<file path="src/rtl/instruction_fetch.sv">
// Instruction-fetch stage: owns the PC, issues single-outstanding word fetches and
// fills the IF/ID register feeding the R-type decode controller, with stall and JR flush.
module instruction_fetch #(
    parameter logic [31:0] RESET_PC = 32'h0000_0000
) (
    input  logic        clk,
    input  logic        rst_n,
    output logic        imem_req,
    output logic [31:0] imem_addr,
    input  logic        imem_ready,
    input  logic [31:0] imem_rdata,
    input  logic        jr_taken,
    input  logic [31:0] jr_target,
    input  logic        id_stall,
    output logic [31:0] if_instr,
    output logic [31:0] if_pc,
    output logic        if_valid
);

    typedef enum logic [1:0] {S_RESET, S_FETCH, S_DROP, S_HOLD} state_t;

    state_t      state_q, state_d;
    logic        req_q, req_d;
    logic [31:0] pc_q, pc_d;
    logic [31:0] redirect_pc_q, redirect_pc_d;
    logic [31:0] pend_instr_q, pend_instr_d;
    logic [31:0] pend_pc_q, pend_pc_d;
    logic [31:0] if_instr_q, if_instr_d;
    logic [31:0] if_pc_q, if_pc_d;
    logic        if_valid_q, if_valid_d;
    logic        accept;
    logic [31:0] target;

    function automatic logic [31:0] word_align(input logic [31:0] a);
        return a & ~32'h0000_0003;
    endfunction

    assign accept = !if_valid_q || !id_stall;
    assign target = word_align(jr_target);

    always_comb begin
        state_d       = state_q;
        pc_d          = pc_q;
        redirect_pc_d = redirect_pc_q;
        pend_instr_d  = pend_instr_q;
        pend_pc_d     = pend_pc_q;
        if_instr_d    = if_instr_q;
        if_pc_d       = if_pc_q;
        if_valid_d    = if_valid_q;
        if (!id_stall) begin
            if_valid_d = 1'b0;
        end
        case (state_q)
            S_RESET: state_d = S_FETCH;
            S_FETCH: begin
                if (imem_ready) begin
                    if (jr_taken) begin
                        pc_d = target;
                    end else if (accept) begin
                        if_instr_d = imem_rdata;
                        if_pc_d    = pc_q;
                        if_valid_d = 1'b1;
                        pc_d       = pc_q + 32'd4;
                    end else begin
                        pend_instr_d = imem_rdata;
                        pend_pc_d    = pc_q;
                        state_d      = S_HOLD;
                    end
                end else if (jr_taken) begin
                    redirect_pc_d = target;
                    state_d       = S_DROP;
                end
            end
            S_DROP: begin
                // The wrong-path request cannot be cancelled, so wait it out and discard it.
                if (imem_ready) begin
                    pc_d    = jr_taken ? target : redirect_pc_q;
                    state_d = S_FETCH;
                end else if (jr_taken) begin
                    redirect_pc_d = target;
                end
            end
            S_HOLD: begin
                if (jr_taken) begin
                    pc_d    = target;
                    state_d = S_FETCH;
                end else if (!id_stall) begin
                    if_instr_d = pend_instr_q;
                    if_pc_d    = pend_pc_q;
                    if_valid_d = 1'b1;
                    pc_d       = pc_q + 32'd4;
                    state_d    = S_FETCH;
                end
            end
            default: state_d = S_RESET;
        endcase
        if (jr_taken) begin
            if_valid_d = 1'b0;
        end
        req_d = (state_d == S_FETCH) || (state_d == S_DROP);
    end

    always_ff @(posedge clk) begin
        if (!rst_n) begin
            state_q       <= S_RESET;
            req_q         <= 1'b0;
            pc_q          <= RESET_PC;
            redirect_pc_q <= 32'h0;
            pend_instr_q  <= 32'h0;
            pend_pc_q     <= 32'h0;
            if_instr_q    <= 32'h0;
            if_pc_q       <= 32'h0;
            if_valid_q    <= 1'b0;
        end else begin
            state_q       <= state_d;
            req_q         <= req_d;
            pc_q          <= pc_d;
            redirect_pc_q <= redirect_pc_d;
            pend_instr_q  <= pend_instr_d;
            pend_pc_q     <= pend_pc_d;
            if_instr_q    <= if_instr_d;
            if_pc_q       <= if_pc_d;
            if_valid_q    <= if_valid_d;
        end
    end

    assign imem_req  = req_q;
    assign imem_addr = pc_q;
    assign if_instr  = if_instr_q;
    assign if_pc     = if_pc_q;
    assign if_valid  = if_valid_q;

endmodule

</file>
<file path="config.mk">
export PLATFORM = sky130hd
export DESIGN_NAME = instruction_fetch
export DESIGN_NICKNAME = d
export VERILOG_FILES = /design/src/rtl/instruction_fetch.sv
export SDC_FILE = /design/constraint.sdc
export NUM_CORES = 1
export LEC_CHECK = 0
export BUFFER_PORTS_ARGS = -buffer_cell sky130_fd_sc_hd__buf_2
export CAP_MARGIN = 20
export CORE_ASPECT_RATIO = 2
export CORE_UTILIZATION = 53
export DETAILED_ROUTE_END_ITERATION = 6
export GPL_TIMING_DRIVEN = 0
export PLACE_DENSITY = 0.74
export SETUP_SLACK_MARGIN = 0.5
export SLEW_MARGIN = 20
export SYNTH_ARGS = -nofsm -noshare
export SYNTH_HDL_FRONTEND = slang
export SYNTH_SLANG_ARGS = --single-unit
</file>
<file path="constraint.sdc">
create_clock -name clk -period 6.35 [get_ports clk]
set_clock_uncertainty 0.2 [all_clocks]
set_input_delay 0.9525 -clock clk [delete_from_list [all_inputs] [get_ports clk]]
set_output_delay 0.9525 -clock clk [all_outputs]
set_load 0.01 [all_outputs]
</file>
* Word-level counts from Yosys, hierarchy flattened *
Cells that the tools add are included.

cells by class
  multiply operators = 0
  add/sub/neg operators = 1
  bitwise logic cells = 4
  muxes and demuxes = 33
  shifts and indexed selects = 0
  reduce and logical (&&, ||, !) cells = 13
  divide/modulo/power cells = 0
  eq/ne operators = 13
  order comparisons = 0

operators with widths
  kind                   number
  $mux 32                17
  $pmux 32 s2            2
  $pmux 32 s3            1
  $add 32x3->32 const B  1
  $mux 2                 7
  $ne 2x2->1 const B     6
  $pmux 2 s4             1
  $eq 2x2->1 const B     3
  $ne 3x3->1 const B     2
  $reduce_and 6->1       1
  $reduce_and 5->1       1
  $eq 2x1->1 const B     2
  $mux 1                 4
  $not 1->1              4
  $reduce_and 4->1       1
  $reduce_or 2->1        2
  $reduce_bool 3->1      1
  $logic_not 1->1        2
  $logic_not 2->1        1
  $logic_or 1x1->1       2
  $pmux 1 s2             1
  $reduce_and 2->1       1
  $reduce_bool 2->1      1

storage, ports and cells
  memory bits (writable) = 0
  memories kept = 0
  flip-flop bits (word level) = 196
  word-level logic and storage cells = 73
  input bits = 69
  memory bits (read-only) = 0
  output and inout bits = 98
  bits in latches = 0

* Logic depth before layout (Yosys ltp) *
Gate-level depths: netlist of the first run.

  depth after elaboration = 8
  gate-level depth with buffers = 10
  depth with buffers taken out = 7

* Worst setup path after synthesis of the first run *
No wires, ideal clock.

  path kind = input to register
  start = input imem_ready
  end = register if_instr_q[29], in the netlist if_instr[29]
  setup time = 137 ps
  cell stages on the path = 7
  path slack = 3,851 ps
  arrival = 2,162 ps
  path buffers = 3
  path through = clkbuf_1 > nand2_1 > o22a_1 > nor2_1 > clkbuf_1 > buf_2 > a211oi_1

on the way
  word-level cells in the longest chain between the ends = 2

ends and longest elaborated chain
  item                               line  source
  start: declaration                 10    input logic imem_ready,
  $ne 2x2->1 (no source line)        --
  $reduce_and 6->1 (no source line)  --
  end signal: assignment             121   if_instr_q <= if_instr_d;
  end: declaration                   28    logic [31:0] if_instr_q, if_instr_d;

No other way between the ends.
A chain may end at the register's enable or synchronous reset.

* Worst setup path in the final report of the first run *
  start = register state_q[1]
  end = register pc_q[22], in the netlist imem_addr[22]

on the way
  word-level cells in the longest chain between the ends = 3
  elaborated cells on any way between the ends = 10
  those cells by class = eq/ne (7); mux (1); reduce/logical (2)

ends and longest elaborated chain
  item                                                       line  source
  start: declaration                                         22    state_t state_q, state_d;
  start signal: assignment                                   115   state_q <= state_d;
  $eq 2x1->1 or $eq 2x2->1 (tied branches)                   53    case (state_q)
  $ne 3x3->1 (no source line), or another cell as far along  --
  $reduce_and 5->1 (no source line)                          --
  end signal: assignment                                     117   pc_q <= pc_d;
  end: declaration                                           24    logic [31:0] pc_q, pc_d;

Several ways; a longest one is shown, not always the timed one.

==> results of run 1 <==
## worst min-delay path: cells and delay by family (launching register included)
family	cells	cell delay, ps
flops	1	310
simple gates	1	50
compound gates	1	50
## synthesized netlist by cell type, drive strengths merged (3+ instances only)
master  instances
a211oi         67
a21o            3
a21oi         130
a221oi          3
a311oi          3
a31oi           7
a41oi           3
and2            3
and3           14
and4            3
buf            35
clkbuf         62
dfxtp         196
ha              5
inv            11
mux2i          70
nand2         246
nand2b          4
nand3          12
nand4          12
nor2           93
nor3            9
o211ai          4
o21a            3
o21ai          37
o31a            4
o31ai           3
o32ai           3
or4             4
xnor2           3
xor2            3
## layout make-up
cell class,count,area [sq um]
well taps,204,255.2
inverters,11,41.29
plain buffers,97,396.6
clock inverters,11,108.9
clock buffers,20,436.7
fillers,1542,5832
multi-input cells,776,4375
repair buffers,163,815.8
flip-flops and latches,196,3924
## metrics by stage
stage	hold slack, ps	utilization
5_1_grt	268.2	0.6397
3_3_place_gp	238.7	0.6060
4_1_cts	253.5	0.6397
6_report	251.3	0.6397
3_5_place_dp	243.2	0.6060
2_1_floorplan	231.2	-
## metal layers
metal  part of all wire  global-route usage  vias to the layer above
li1                   -                   -                     4109
met1               0.36              0.3119                     3858
met2               0.54              0.5897                      299
met3              0.051             0.04921                       91
met4              0.052              0.1815                        0
met5                  0                   0                        -
## power by group
part           leakage, nW  internal (mW)  switching, mW
Clock                0.252          0.540          0.477
Combinational         2.00          0.108          0.187
Sequential            1.59           1.27         0.0421
Total                 3.84           1.92          0.706
## state kept, by name, summed over array words and instances (netlist names)
signal and flops:
if_instr 32, if_pc 32, if_valid 1, imem_addr 32
imem_req 1, pend_instr_q 32, pend_pc_q 32, redirect_pc_q 32
state_q 2
## worst min path at each step
stage	startpoint	endpoint	slack, ps	cells after the start
after global placement	redirect_pc_q[9]$_SDFFE_PN0P_	redirect_pc_q[9]$_SDFFE_PN0P_	240	2
after global routing	pend_pc_q[25]$_SDFFE_PN0P_	pend_pc_q[25]$_SDFFE_PN0P_	270	2
after CTS	redirect_pc_q[13]$_SDFFE_PN0P_	redirect_pc_q[13]$_SDFFE_PN0P_	250	2
after detailed placement	redirect_pc_q[13]$_SDFFE_PN0P_	redirect_pc_q[13]$_SDFFE_PN0P_	240	2
after floorplan	redirect_pc_q[7]$_SDFFE_PN0P_	redirect_pc_q[7]$_SDFFE_PN0P_	230	2
final	redirect_pc_q[12]$_SDFFE_PN0P_	redirect_pc_q[12]$_SDFFE_PN0P_	250	2
## cell families (layout without fill, tap and decap cells)
logic type	count (synthesis)	in the layout
mux	70	70
buf+inv	108	302
flops	196	196
fa+ha+maj	5	5
compound gates	285	285
xor+xnor	6	6
simple gates	410	410
==> impl_metrics.tcl, run 1 <==
set metrics [dict create \
    post-route-worst-setup-slack_ps 3462 \
    crit_path_start "state_q[1]$_SDFF_PN0_" \
    postRouteWirelength_microns 26110 \
    async_reset_ff_frac 0 \
    antenna_found_initial 0 \
    regToRegEndpoint "imem_addr[22]$_SDFFE_PN0P_" \
    status "complete, no violations" \
    cp.depth 7 \
    totalNegativeSetupSlack_ps 0 \
    reg2regPathDepth 7 \
    power.ir.vdd_worst_v 0.0001958 \
    static_power_due_to_leakage_nw 3.844 \
    syn_area_per_cell_sq_um 8.090 \
    insertion_delay_ps 440 \
    drtIter0Drc 403 \
    die_h_microns 183.6 \
    reg2reg_setup_slack_ps 3460 \
    num_io_pins 167 \
    number_of_optimization_iterations_in_the_first_detailed_route_pass 5 \
    fmax_mhz 346.3 \
    design_power_total_mw 2.625 \
    synth_simple_gate_area_share 0.2046 \
    cts.sinks 196 \
    synth-edff-count 0 \
    cell_type_contributing_the_most_total_cell_area_after_synthesis "dfxtp_1" \
    syn-cell-area_sq_um 8737 \
    hpwl_microns 20150 \
    final-setup-viol-count 0 \
    insertedDiodeCount 0 \
    synth_cells 1080 \
    critPathRequiredTime_ps 6500 \
    post_cts_resized 0 \
    sum_of_overflow_across_all_layers_after_global_routing 0 \
    initial_core_utilization 0.5398 \
    timing.critical_path.from_type "flop" \
    detail_route.wl_per_cell_microns 17.67 \
    post_route_cells_drive_above_1_share 0.1821 \
    rows 66 \
    worstSetupPathType "flop to flop" \
    post_synth_mux_area_share 0.08019 \
    crit_buf_inv 2 \
    tightest_slew_ps 783.6 \
    register_area_share_after_synthesis 0.4491 \
    drc 0 \
    timing.critical_path.to "imem_addr[22]$_SDFFE_PN0P_" \
    slowest_delay_ps 520 \
    cp_cell_sequence "ha_1 > clkbuf_1 > clkbuf_1 > nand2_1 > o21ai_0 > nor3_1 > nor3_1" \
    holdCritPathClass "flop to flop" \
    final_cells 1478 \
    period_minus_slack_ps 2888 \
    setup_repair_after_global_routing_missed_its_margin "false" \
    clockBufferDepth 2 \
    synth_adder_area_share 0.007160 \
    cts_buffers 17 \
    yosys_warnings 0 \
    synth_ff_type "dfxtp_1" \
    dp_cells 1447 \
    detail-route-antenna-nets 0 \
    die_width_microns 92.79 \
    postSynthNetCount 1154 \
    layout_worst_path_cycle_share 0.4547 \
    regToRegStartpoint "state_q[1]$_SDFF_PN0_" \
    count_of_nets_after_finishing 1336 \
    first_global_vias 8183 \
    cts_setup_buffers 0 \
    cts_tree "yes" \
    crit_path_top_delay_cell "clkbuf_1" \
    gp_congestion 0.9288 \
    mostFrequentLayoutCells "nand2_1 (245), dfxtp_1 (196), buf_2 (186), a21oi_1 (130), nor2_1 (93)" \
    cts-root-buf "clkbuf_16" \
    worstPathMaxFanout 10 \
    total_core_area_sq_um 16190 \
    clk_transition_reported_paths_ps 70 \
    post_drt_via_cell_ratio 5.654 \
    floorplan.die_area_sq_um 17030 \
    capturing_element_type_of_the_critical_path "flop" \
    share_of_the_synthesized_area_in_compound_gates_ao_oa_aoi_oai 0.2028 \
    placedInstanceArea_sq_um 9808 \
    critical_path_arrival_ps 3040 \
    final-hold-violation-count 0 \
    cts-htree-levels 4 \
    portBuffers 163 \
    slew_headroom 0.4776 \
    cell_area_power_density_nw_per_um2 253.6 \
    place_ws_ps 3145 \
    number_of_hold_buffers_added_after_cts 0 \
    final_common_cell "nand2_1" \
    groute.usage.overall 0.3116 \
    yosys_register_bits 196 \
    vias 8357 \
    critPathTopFamily "buffers and inverters" \
    wire_length_of_the_first_global_routing_pass_microns 41160 \
    synth_top_cell_area_share 0.4491 \
    synth_cell_types 60 \
    synth_top_family_by_area "simple AND/OR/NAND/NOR gates" \
    post_synth_xor_area_fraction 0.006015 \
    design_area_sq_um 10350 \
    report.final.slew_viol_count 0 \
    synthToLayoutAreaGrowth_pct 18.50 \
    netlist_top_cells_area "dfxtp_1 (45%), nand2_1 (11%), mux2i_1 (8.0%)" \
    timing.max_cap.violations 0 \
    pin_count_of_the_biggest_net_entering_global_routing 17 \
]
No activity file was read; power rests on OpenSTA's default activity.
==> run 2: changes to the inputs <==
--- a/config.mk
+++ b/config.mk
@@ -8,10 +8,10 @@
 export BUFFER_PORTS_ARGS = -buffer_cell sky130_fd_sc_hd__buf_2
 export CAP_MARGIN = 20
 export CORE_ASPECT_RATIO = 2
-export CORE_UTILIZATION = 53
+export CORE_UTILIZATION = 50
 export DETAILED_ROUTE_END_ITERATION = 6
 export GPL_TIMING_DRIVEN = 0
-export PLACE_DENSITY = 0.74
+export PLACE_DENSITY = 0.73
 export SETUP_SLACK_MARGIN = 0.5
 export SLEW_MARGIN = 20
 export SYNTH_ARGS = -nofsm -noshare
==> constraint.sdc (replaced) <==
create_clock -name clk -period 2.57 [get_ports clk]
set_clock_uncertainty 0.2 [all_clocks]
set_input_delay 0.3855 -clock clk [delete_from_list [all_inputs] [get_ports clk]]
set_output_delay 0.3855 -clock clk [all_outputs]
set_load 0.01 [all_outputs]
==> run 2 against run 1 <==
The run now ends with hold timing left. Non-clock buffer count grew 119. First-iteration DRC count grew 52%. Flip-flop and latch count is the same. Count of clock-buffer cells in the layout is the same. Critical endpoint is now imem_addr[31]$_SDFFE_PN0P_. Power grew to 2.7 times the previous value. Combinational power grew to 4.1 times the previous value.
==> impl_metrics.tcl, run 2 (same netlist as run 1, synthesis figures left out) <==
set metrics [dict create \
    status "finished, violations left" \
    violated_checks "hold timing" \
    insertedDiodeCount 0 \
    detail_route.wl_per_cell_microns 20.44 \
    detail-route-antenna-nets 0 \
    layout_worst_path_cycle_share 0.8732 \
    total_core_area_sq_um 17190 \
    cts_tree "yes" \
    cts-htree-levels 4 \
    period_minus_slack_ps 2244 \
    fmax_mhz 445.6 \
    die_h_microns 188.9 \
    drc 0 \
    worstSetupPathType "flop to flop" \
    final-hold-violation-count 1 \
    num_io_pins 167 \
    clockBufferDepth 2 \
    drtIter0Drc 612 \
    timing.max_cap.violations 0 \
    crit_path_start "state_q[1]$_SDFF_PN0_" \
    number_of_optimization_iterations_in_the_first_detailed_route_pass 5 \
    floorplan.die_area_sq_um 18040 \
    post_route_cells_drive_above_1_share 0.3644 \
    clk_transition_reported_paths_ps 70 \
    first_global_vias 8629 \
    die_width_microns 95.47 \
    final-setup-viol-count 0 \
    cts.sinks 196 \
    cts-root-buf "clkbuf_16" \
    postRouteWirelength_microns 32790 \
    holdWs_ps -0.5278 \
    cell_area_power_density_nw_per_um2 546.0 \
    slowest_delay_ps 540 \
    crit_path_top_delay_cell "or4_4" \
    timing.critical_path.from_type "flop" \
    insertion_delay_ps 450 \
    min-delay-start "jr_target[3]" \
    mostFrequentLayoutCells "nand2_1 (243), dfxtp_1 (174), buf_2 (173), a21oi_1 (124), mux2i_1 (70)" \
    report.final.slew_viol_count 0 \
    antenna_found_initial 0 \
    worstPathMaxFanout 7 \
    tightest_slew_ps 875.7 \
    regToRegStartpoint "state_q[1]$_SDFF_PN0_" \
    groute.usage.overall 0.3174 \
    portBuffers 163 \
    sum_of_overflow_across_all_layers_after_global_routing 0 \
    critPathRequiredTime_ps 2720 \
    design_power_total_mw 7.091 \
    wire_length_of_the_first_global_routing_pass_microns 43670 \
    holdCritPathClass "primary input to flop" \
    pin_count_of_the_biggest_net_entering_global_routing 18 \
    setup_repair_after_global_routing_missed_its_margin "true" \
    power.ir.vdd_worst_v 0.0005049 \
    synthToLayoutAreaGrowth_pct 48.66 \
    slew_headroom 0.4162 \
    rows 68 \
    final_common_cell "nand2_1" \
    critical_path_arrival_ps 2400 \
    gp_congestion 0.9191 \
    vias 9509 \
    count_of_nets_after_finishing 1455 \
    static_power_due_to_leakage_nw 4.987 \
    capturing_element_type_of_the_critical_path "flop" \
    cts_buffers 17 \
    post_drt_via_cell_ratio 5.928 \
    cp_cell_sequence "inv_4 > buf_4 > ha_1 > inv_1 > o221ai_4 > or4_4 > a41oi_2" \
    fillers 1221 \
    hpwl_microns 20170 \
    layout.core_utilization 0.7558 \
    initial_core_utilization 0.5084 \
]
run 2: changes by cell type in the layout (fill, tap and decap cells not counted), sizes merged:
cell	before	now
buf	198	277
inv	11	16
clkinvlp	4	2
dlygate4sd3	0	46
clkbuf	82	76
clkinv	6	4
run 2: worst paths after layout:
kind                                    end  slack (ps)  cells past startpoint
max              imem_addr[31]$_SDFFE_PN0P_         330                      7
min           redirect_pc_q[3]$_SDFFE_PN0P_        -0.5                      3
max reg2reg      imem_addr[31]$_SDFFE_PN0P_         330                      7
min reg2reg  redirect_pc_q[13]$_SDFFE_PN0P_         250                      2
run 2: worst max-delay path: cells and delay by family, from the launching register on:
family	cells	cell delay (ps)
DFF	1	400
and+or+nand+nor	1	540
adders and majority gates	1	220
buffers and inverters	3	380
AOI/OAI and AO/OA	2	430
run 2: power breakdown:
group	switching [mW]	leakage (nW)	total, mW	internal (mW)
Sequential	0.120	1.60	3.26	3.14
Combinational	0.648	3.11	1.20	0.549
Clock	1.25	0.272	2.63	1.38
Total	2.02	4.99	7.09	5.07
run 2: routing by layer:
layer,share of wire,vias up,track usage
li1,-,4370,-
met1,0.33,4449,0.3087
met2,0.52,504,0.5915
met3,0.066,186,0.05743
met4,0.083,0,0.1975
met5,0,-,0
run 2: timing repair:
| action | in CTS | in global routing |
|---|---|---|
| hold endpoints to repair | 46 | 0 |
| setup buffers | 32 | 24 |
| setup endpoints to repair | 192 | 187 |
| gates cloned | 7 | 10 |
| pin swaps | 40 | 78 |
| hold buffers | 46 | 0 |
| gates resized for setup | 170 | 259 |
run 2: final cells by class:
type / count / area, sq um / share of cell area
clock inverters: 12 / 120.1 / 0.009248
plain buffers: 97 / 849.6 / 0.06541
inverters: 11 / 43.79 / 0.003372
flip-flops and latches: 196 / 3971 / 0.3058
multi-input cells: 776 / 5185 / 0.3992
clock buffers: 20 / 446.7 / 0.03439
repair buffers: 282 / 2110 / 0.1624
well taps: 210 / 262.8 / 0.02023
run 2: per-stage QoR:
stage	cells	TNS [ps]	instance area, sq um	hold slack, ps	setup slack [ps]
after floorplan	1080	0	8753	231.2	481.8
after global placement	1453	-2608	9832	238.6	-150.3
after detailed placement	1453	-2768	9832	242.9	-170.1
after CTS	1570	0	11710	0.2754	427.8
after global routing	1604	0	12990	2.697	298.3
final	1604	0	12990	-0.5278	325.9
==> run 3: changes to the inputs <==
--- a/config.mk
+++ b/config.mk
@@ -6,12 +6,12 @@
 export NUM_CORES = 1
 export LEC_CHECK = 0
 export BUFFER_PORTS_ARGS = -buffer_cell sky130_fd_sc_hd__buf_2
-export CAP_MARGIN = 20
 export CORE_ASPECT_RATIO = 2
 export CORE_UTILIZATION = 50
 export DETAILED_ROUTE_END_ITERATION = 6
 export GPL_TIMING_DRIVEN = 0
 export PLACE_DENSITY = 0.73
+export REMOVE_ABC_BUFFERS = 1
 export SETUP_SLACK_MARGIN = 0.5
 export SLEW_MARGIN = 20
 export SYNTH_ARGS = -nofsm -noshare
==> run 3 against run 2 <==
The flow now finishes without violations. Cell count decreased by 3.9%. Hold slack improved by 12 ps. Non-clock buffer count decreased by 71. Die area unchanged. Critical path depth increased by 2. Critical path type unchanged. Flip-flop and latch count unchanged. Core utilization decreased by 4.8 points. Fmax increased by 5.5%. Highest routed layer unchanged. Sequential share of layout area increased by 2.3 points.
==> impl_metrics.tcl, run 3 (same netlist as run 1, synthesis figures left out) <==
set metrics [dict create \
    postRouteWirelength_microns 29000 \
    cts-htree-levels 4 \
    total_core_area_sq_um 17190 \
    vias 9059 \
    regToRegStartpoint "state_q[0]$_SDFF_PN0_" \
    layout_worst_path_cycle_share 0.8275 \
    power.ir.vdd_worst_v 0.0004466 \
    post_route_cells_drive_above_1_share 0.2782 \
    min-delay-start "imem_rdata[25]" \
    floorplan.die_area_sq_um 18040 \
    antenna_found_initial 1 \
    wire_length_of_the_first_global_routing_pass_microns 40100 \
    static_power_due_to_leakage_nw 4.636 \
    capturing_element_type_of_the_critical_path "flop" \
    min_delay_path_depth 3 \
    number_of_optimization_iterations_in_the_first_detailed_route_pass 6 \
    critical_path_arrival_ps 2220 \
    setup_repair_after_global_routing_missed_its_margin "true" \
    insertion_delay_ps 440 \
    sum_of_overflow_across_all_layers_after_global_routing 0 \
    timing.max_cap.violations 0 \
    slew_headroom 0.5709 \
    die_h_microns 188.9 \
    detail_route.wl_per_cell_microns 18.82 \
    hpwl_microns 14770 \
    critPathRequiredTime_ps 2670 \
    detail-route-antenna-nets 0 \
    timing.critical_path.from_type "flop" \
    fmax_mhz 470.2 \
    post-route-worst-setup-slack_ps 443.4 \
    min_delay_worst_endpoint "pend_instr_q[25]$_SDFFE_PN0P_" \
    pin_count_of_the_biggest_net_entering_global_routing 122 \
    cts_tree "yes" \
    status "complete, no violations" \
    period_minus_slack_ps 2127 \
    mostFrequentLayoutCells "nand2_1 (244), dfxtp_1 (168), buf_2 (163), a21oi_1 (129), nor2_1 (88)" \
    worstPathMaxFanout 11 \
    clk_transition_reported_paths_ps 70 \
    num_io_pins 167 \
    report.final.slew_viol_count 0 \
    synthToLayoutAreaGrowth_pct 39.20 \
    cts.sinks 196 \
    holdWs_ps 11.85 \
    drc 0 \
    initial_core_utilization 0.5084 \
    final_common_cell "nand2_1" \
    rows 68 \
    groute.usage.overall 0.2872 \
    holdCritPathClass "primary input to flop" \
    regToRegEndpoint "imem_req$_SDFF_PN0_" \
    place_ws_ps -502.6 \
    drtIter0Drc 639 \
    first_global_vias 8045 \
    final-setup-viol-count 0 \
    portBuffers 164 \
    count_of_nets_after_finishing 1391 \
    design_power_total_mw 7.077 \
    cell_area_power_density_nw_per_um2 581.9 \
    reg2regPathDepth 9 \
    crit_path_start "state_q[0]$_SDFF_PN0_" \
    cts-root-buf "clkbuf_16" \
    tightest_slew_ps 643.6 \
    final-hold-violation-count 0 \
    post_drt_via_cell_ratio 5.879 \
    reg2reg_setup_slack_ps 440 \
    gp_congestion 0.7749 \
    cts_buffers 17 \
    clockBufferDepth 2 \
    worstSetupPathType "flop to flop" \
    die_width_microns 95.47 \
]
==> run 3: final cells by class <==
class | count | area (sq um)
diodes | 1 | 2.502
clock buffers | 20 | 466.7
clock inverters | 12 | 166.4
fillers | 1309 | 5025
inverters | 11 | 57.56
multi-input cells | 782 | 4702
flip-flops and latches | 196 | 4004
well taps | 210 | 262.8
repair buffers | 308 | 2495
repair inverters | 1 | 5.005
==> run 3: how the worst max path moves through the flow <==
stage	to	slack [ps]	depth (start not counted)
final	imem_req$_SDFF_PN0_	440	9
after floorplan	if_pc[14]$_SDFFE_PN0P_	-5420	6
after global placement	if_pc[14]$_SDFFE_PN0P_	-8660	6
after global routing	imem_req$_SDFF_PN0_	390	9
after detailed placement	imem_addr[23]$_SDFFE_PN0P_	-500	5
after CTS	imem_addr[16]$_SDFFE_PN0P_	450	7
==> run 3: timing repair <==
action                                  CTS  global route
endpoints found under the setup margin  195           154
hold buffers                             53             0
pin swaps                                16            27
buffers inserted                         36            31
hold endpoints to repair                 53             0
cloned                                    7            11
gates resized for setup                  65            51
==> run 3: metal layers <==
layer  part of all wire  up-vias  wire [microns]  GRT usage
li1                   -     4242               -          -
met1               0.37     4325           10700     0.3073
met2               0.53      388           15280     0.5286
met3              0.056      104            1616    0.04297
met4              0.048        0            1406     0.1418
met5                  0        -               0          0
==> run 3: power breakdown <==
| group | internal (mW) | leakage, nW | switching, mW |
|---|---|---|---|
| Clock | 1.63 | 0.304 | 1.24 |
| Combinational | 0.429 | 2.73 | 0.514 |
| Sequential | 3.14 | 1.61 | 0.123 |
==> run 3: worst max-delay path, stage by stage, from the launching register on <==
cell and delay (ps):
dfxtp_4 400, inv_2 70, ha_4 190, buf_4 170, buf_12 150, a22oi_1 170
nor2_1 60, o31a_1 300, nor3_2 200, a211oi_1 80
==> run 3: stage by stage <==
| step | utilization | cell area, sq um | TNS, ps | cells |
|---|---|---|---|---|
| after floorplan | - | 8341 | -555560 | 983 |
| after global placement | 0.5483 | 9424 | -1088360 | 1357 |
| after detailed placement | 0.5646 | 9704 | -30450 | 1370 |
| after CTS | 0.6698 | 11510 | 0 | 1498 |
| after global routing | 0.7076 | 12160 | 0 | 1541 |
| final | 0.7076 | 12160 | 0 | 1541 |
